==> src/rtl/seq_detect_param.sv <==
// Parametrised Mealy serial sequence detector with runtime-loadable pattern.
// Optional saturating match counter built only when SEQ_DETECT_CNT_EN is defined.
module seq_detect_param #(
    parameter int                 PAT_W     = 4,
    parameter logic [PAT_W-1:0]   PAT_RESET = PAT_W'(4'b1101),
    parameter int                 CNT_W     = 8
) (
    input  logic             clk,
    input  logic             rst,
    input  logic             i,
    input  logic             i_valid,
    input  logic             overlap,
    input  logic             load_pat,
    input  logic [PAT_W-1:0] pat_in,
    input  logic             clr_cnt,
    output logic             o,
    output logic [CNT_W-1:0] match_cnt,
    output logic             cnt_sat
);

    localparam int               FILL_W   = $clog2(PAT_W);
    localparam logic [FILL_W-1:0] FILL_MAX = FILL_W'(PAT_W - 1);

    logic [PAT_W-2:0]  hist;
    logic [FILL_W-1:0] fill;
    logic [PAT_W-1:0]  pat;
    logic [PAT_W-1:0]  cand;

    assign cand = {hist, i};

    // Reset is folded in so the flag stays low while stale history is being discarded.
    assign o = i_valid & ~load_pat & ~rst & (fill == FILL_MAX) & (cand == pat);

    always_ff @(posedge clk) begin
        if (rst) begin
            hist <= '0;
            fill <= '0;
            pat  <= PAT_RESET;
        end else if (load_pat) begin
            pat  <= pat_in;
            hist <= '0;
            fill <= '0;
        end else if (i_valid) begin
            if (o && !overlap) begin
                hist <= '0;
                fill <= '0;
            end else begin
                hist <= cand[PAT_W-2:0];
                if (fill != FILL_MAX) begin
                    fill <= fill + FILL_W'(1);
                end
            end
        end
    end

`ifdef SEQ_DETECT_CNT_EN
    logic [CNT_W-1:0] cnt;

    function automatic logic [CNT_W-1:0] sat_inc(input logic [CNT_W-1:0] v);
        return (&v) ? v : v + CNT_W'(1);
    endfunction

    // A clear in the same cycle as a match wins; that match is not counted.
    always_ff @(posedge clk) begin
        if (rst) begin
            cnt <= '0;
        end else if (clr_cnt) begin
            cnt <= '0;
        end else if (o) begin
            cnt <= sat_inc(cnt);
        end
    end

    assign match_cnt = cnt;
    assign cnt_sat   = &cnt;
`else
    logic unused_clr_cnt;

    assign unused_clr_cnt = clr_cnt;
    assign match_cnt      = '0;
    assign cnt_sat        = 1'b0;
`endif

endmodule

==> config.mk <==
export PLATFORM = sky130hd
export DESIGN_NAME = seq_detect_param
export DESIGN_NICKNAME = d
export VERILOG_FILES = /design/src/rtl/seq_detect_param.sv
export SDC_FILE = /design/constraint.sdc
export NUM_CORES = 1
export LEC_CHECK = 0
export BUFFER_PORTS_ARGS = -buffer_cell sky130_fd_sc_hd__buf_2
export CAP_MARGIN = 40
export CORE_AREA = 2 2 39 41
export CTS_BUF_LIST = sky130_fd_sc_hd__clkbuf_4 sky130_fd_sc_hd__clkbuf_8 sky130_fd_sc_hd__clkbuf_16
export DETAILED_ROUTE_END_ITERATION = 7
export DIE_AREA = 0 0 41 43
export PLACE_DENSITY = 0.72
export SLEW_MARGIN = 30
export SYNTH_ARGS = -nofsm -noshare
export SYNTH_HDL_FRONTEND = slang
export SYNTH_SLANG_ARGS = --single-unit
==> constraint.sdc <==
create_clock -name clk -period 1.5 [get_ports clk]
set_input_delay 0.3 -clock clk [delete_from_list [all_inputs] [get_ports clk]]
set_output_delay 0.3 -clock clk [all_outputs]
set_load 0.05 [all_outputs]
Yosys cells after proc, flatten, opt, wreduce, memory -nomap -nowiden --
Cells that the tools add are included.
Word-level totals: bits in registers 9, bits of input ports 11, output and inout port bits 10
Cells by class: add/sub/neg operators 1, equal/unequal tests 3, muxes and demuxes 3, bitwise logic cells 6, reduce and logical (&&, ||, !) cells 5
Operator list (number):
- 1-bit AND | 4
- 4-bit == test | 1
- 2-bit two-way mux | 2
- 3-bit two-way mux | 1
- 2-bit by 1-bit adder with 2-bit output (second input constant) | 1
- 2-bit == test (second input constant) | 1
- 2-bit inequality test (second input constant) | 1
- 1-bit NOT | 2
- 2-bit AND reduction | 1
- 2-bit nonzero test | 1
- 2-bit OR reduction | 1
- 1-bit logical AND | 1
- 1-bit logical NOT | 1

Logic depth before layout (Yosys ltp) --
depth after elaboration 8, gate-level depth with buffers 5

Worst setup path after synthesis --
No wires, ideal clock.
path type reg2out, from reg pat[2], to out o, arrival 1.499 ns, slack -0.299 ns, cell stages (with the launch flop) 5, cells stage by stage dfxtp_1 xor2_1 nor4_4 nand2_1 nor2_1
Between the ends: cells in the longest elaborated chain, start to end 2
RTL lines:
- from (decl) | RTL line 26 | logic [PAT_W-1:0] pat;
- from (signal assigned) | RTL line 40 | pat <= pat_in;
- 4-bit == test | RTL line 32 | assign o = i_valid & ~load_pat & ~rst & (fill == FILL_MAX) & (cand == pat);
- 1-bit AND | RTL line 32
- to (decl) | RTL line 16 | output logic o,
Every way passes these cells.

Final worst setup path --
Ends and elaborated chain as after synthesis.

==> impl_metrics.prom <==
# TYPE chip_impl_metric gauge
chip_impl_info{name="run_status",value="complete, but fails checks"} 1
chip_impl_info{name="failed_checks",value="setup timing"} 1
chip_impl_metric{name="layout.core_utilization",unit="%"} 45.12
chip_impl_metric{name="power.ir.vdd_worst",unit="V"} 0.0005422
chip_impl_metric{name="global_route_wire_length_before_repair",unit="mm"} 1.469
chip_impl_metric{name="clock_latency",unit="ns"} 0.26
chip_impl_metric{name="synth.cell_area",unit="um2"} 495.5
chip_impl_metric{name="chipWidth",unit="um"} 41
chip_impl_metric{name="drc",unit=""} 0
chip_impl_metric{name="postCtsSetupRepairBufs",unit=""} 0
chip_impl_metric{name="synth-adder-area-share",unit="%"} 2.525
chip_impl_metric{name="routed_wirelength_normalized_by_instance_count",unit="um"} 10.35
chip_impl_metric{name="worst_path_largest_cell_delay",unit="ns"} 0.33
chip_impl_metric{name="power_share_of_the_sequential_group",unit="%"} 44.1
chip_impl_metric{name="tritoncts.num_buffers",unit=""} 3
chip_impl_metric{name="dr.first_iter.drc_count",unit=""} 5
chip_impl_metric{name="power-per-cell-area",unit="nW/um2"} 933.2
chip_impl_metric{name="globalRoute.totalOverflow",unit=""} 0
chip_impl_metric{name="antenna_violation_net_count_after_detailed_routing",unit=""} 0
chip_impl_metric{name="cp_num_buf_inv",unit=""} 1
chip_impl_metric{name="setup-violations-final",unit=""} 1
chip_impl_info{name="cp_launch_type",value="flip-flop"} 1
chip_impl_metric{name="share_comb_of_total_power",unit="%"} 20.3
chip_impl_metric{name="clock_sink_count",unit=""} 9
chip_impl_metric{name="cell_internal_pwr",unit="uW"} 405.9
chip_impl_info{name="reg2reg_from",value="pat[2]"} 1
chip_impl_metric{name="post_synth_mux_area_share",unit="%"} 4.040
chip_impl_info{name="setup.worst_path.class",value="flip-flop to primary output"} 1
chip_impl_metric{name="edff_count_synth",unit=""} 0
chip_impl_metric{name="synth_xor_xnor_area_share",unit="%"} 7.071
chip_impl_metric{name="layout_worst_path_cycle_share",unit="%"} 116.9
chip_impl_info{name="min_to",value="pat[2]"} 1
chip_impl_metric{name="post-dp-hpwl",unit="um"} 689.2
chip_impl_metric{name="netSwitchingFraction",unit="%"} 30.34
chip_impl_info{name="critical_path.slowest_cell",value="dfxtp_2"} 1
chip_impl_metric{name="report.final.slew_viol_count",unit=""} 0
chip_impl_metric{name="layout_setup_ws",unit="ns"} -0.2536
chip_impl_metric{name="cp_max_fo",unit=""} 2
chip_impl_metric{name="hold_viol",unit=""} 0
chip_impl_metric{name="first_global_vias",unit=""} 375
chip_impl_metric{name="placement_rows",unit=""} 14
chip_impl_metric{name="fp.dieH",unit="um"} 43
chip_impl_info{name="layout_common_cells",value="conb_1 (9), buf_2 (9), dfxtp_1 (7)"} 1
chip_impl_metric{name="syn_area_per_cell",unit="um2"} 9.528
chip_impl_metric{name="num-nets-final",unit=""} 82
chip_impl_metric{name="top_level_ports",unit=""} 21
chip_impl_metric{name="synth_compound_area_share",unit="%"} 15.40
chip_impl_metric{name="setup.reg_to_reg.worst_slack",unit="ns"} 0.07
chip_impl_metric{name="max-clock-path-buffers",unit=""} 2
chip_impl_metric{name="floorplan.core_area",unit="um2"} 1384
chip_impl_metric{name="postRouteWirelength",unit="um"} 880
chip_impl_metric{name="buffer_ports.inserted",unit=""} 10
chip_impl_info{name="ys.flop_type",value="dfxtp_1"} 1
chip_impl_metric{name="timing.hold.worst_path_depth",unit=""} 2
chip_impl_metric{name="largest_net_degree_at_the_start_of_global_routing",unit=""} 9
chip_impl_metric{name="synth_seq_cells",unit=""} 9
chip_impl_metric{name="required",unit="ns"} 1.20
chip_impl_metric{name="cts.hold.buffers_added",unit=""} 0
chip_impl_metric{name="syn_to_final_growth",unit="%"} 26.01
chip_impl_metric{name="power",unit="uW"} 582.7
chip_impl_metric{name="floorplan.die_area",unit="um2"} 1763
chip_impl_metric{name="floorplan.initialDensity",unit="%"} 35.80
chip_impl_metric{name="postSynthCellCount",unit=""} 52
chip_impl_metric{name="post_route_cells_drive_above_1_share",unit="%"} 37.68
chip_impl_metric{name="antenna_cells",unit=""} 0
chip_impl_metric{name="max_cap_violations",unit=""} 0
chip_impl_metric{name="min_period",unit="ns"} 1.754
chip_impl_metric{name="static-leakage-power",unit="uW"} 0.0002879
chip_impl_metric{name="finalWeightedCongestion",unit=""} 0.7678
chip_impl_info{name="critPathCaptureType",value="primary output"} 1
chip_impl_metric{name="grt_usage",unit="%"} 12.80
chip_impl_metric{name="detailroute.via_count",unit=""} 382
chip_impl_metric{name="htreeDepth",unit=""} 1
chip_impl_info{name="largest_family_of_logic_cells_by_synthesized_area",value="simple AND/OR/NAND/NOR gates"} 1
chip_impl_info{name="rr_endpoint",value="hist[1]"} 1
chip_impl_metric{name="part_of_the_yosys_area_used_for_sequential_elements",unit="%"} 36.36
chip_impl_info{name="cts_tree",value="built"} 1
chip_impl_metric{name="clkPwrFrac",unit="%"} 35.6
chip_impl_metric{name="clock_skew",unit="ns"} 0.005183
chip_impl_metric{name="synthSimpleGateAreaFrac",unit="%"} 18.43
chip_impl_metric{name="route.detailed.vias_per_inst",unit=""} 4.494
chip_impl_info{name="cts_root_buf",value="clkbuf_4"} 1
chip_impl_metric{name="power.net_switching",unit="uW"} 176.8
chip_impl_metric{name="worst-endpoint-arrival",unit="ns"} 1.45
chip_impl_info{name="hold_path_class",value="input pin to flip-flop"} 1
chip_impl_info{name="path_delay_family",value="simple AND/OR/NAND/NOR gates"} 1
chip_impl_metric{name="synth.lib_cells_used.distinct",unit=""} 20
chip_impl_metric{name="grt_antenna_before_repair",unit=""} 0
chip_impl_metric{name="async_reset_ff_share",unit="%"} 0
chip_impl_metric{name="1st_pass_router_iterations",unit=""} 3
chip_impl_metric{name="worst_setup_hold_path_clk_slew",unit="ns"} 0.06
chip_impl_metric{name="max_clock_freq",unit="MHz"} 570.3
chip_impl_info{name="path_cells",value="xor2_2, nor4_4, nand2_1, nor2_4, buf_6"} 1
chip_impl_info{name="worstHoldStart",value="pat_in[2]"} 1
chip_impl_metric{name="timing.reg2reg.worst_path_depth",unit=""} 5
chip_impl_info{name="rsz0062_at_grt",value="yes"} 1
chip_impl_metric{name="yosys_warnings",unit=""} 0
[power by group through the flow]
stage | logic, uW | registers [uW] | clock network (uW)
CTS | 116 | 256 | 216
global route | 127 | 258 | 230
detailed placement | 115 | 261 | 0
finish | 118 | 257 | 208
global placement | 113 | 261 | 0
floorplan | 107 | 260 | 0
[synth_stat cells (all sizes together) (2+ instances only)]
cell	n	share of area (%)
nand2	5	3.8
a22o	3	5.3
buf	10	15
nor2b	4	5.0
xor2	4	7.1
mux2i	2	4.0
a211o	3	5.3
nor2	3	2.8
dfxtp	9	36
[timing repair]
item,CTS,global route
resized for setup,3,3
pin swaps,0,1
setup endpoints to repair,1,2
hold endpoints to repair,0,0
[stage by stage]
step	worst slack, ns	TNS, ns	instance area, um2	hold WS [ns]	cells
CTS	-0.2650	-0.2650	605.6	0.2418	85
detailed placement	-0.1044	-0.1044	568.0	0.4749	81
global placement	-0.07227	-0.07227	568.0	0.4523	81
floorplan	0.03419	0	533.0	0.3724	60
finish	-0.2536	-0.2536	624.3	0.2484	85
global route	-0.3273	-0.3273	624.3	0.2318	85
[kinds of logic (layout without fill, tap and decap cells)]
kind of cell / Yosys count / after routing
fa+ha+maj: 1 / 1
simple gates: 15 / 15
mux: 2 / 2
other cells: 1 / 9
buf+inv: 11 / 20
compound gates: 9 / 9
xor+xnor: 4 / 4
flops: 9 / 9
[layer usage]
layer / GRT usage, % / vias to the layer above / wire length, um
met2: 18.75 / 13 / 455
met1: 14.01 / 173 / 360
met5: 0 / - / 0
met3: 7.853 / 2 / 55
met4: 6.000 / 0 / 9
li1: - / 194 / -
[how the worst max path moves through the flow]
stage | slack [ns] | cells after the start | endpoint | startpoint
3_3_place_gp | -0.07 | 6 | o | i
4_1_cts | -0.26 | 5 | o | pat[2]
5_1_grt | -0.33 | 5 | o | pat[2]
3_5_place_dp | -0.10 | 6 | o | i
6_report | -0.25 | 5 | o | pat[2]
2_1_floorplan | 0.03 | 4 | o | pat[2]
[layout make-up]
cell class              instances  area, um2
clock buffers                   4      30.03
fillers                       138      759.5
inverters                       1      3.754
multi-input cells              40      294.0
flip-flops and latches          9      182.7
well taps                      16      20.02
repair buffers                 15      93.84
[registers in the layout, summed over array words and instances (netlist names)]
signal and cells:
hist 3, pat 4, fill 2
Note: power is estimated with default switching activity, not from simulation.
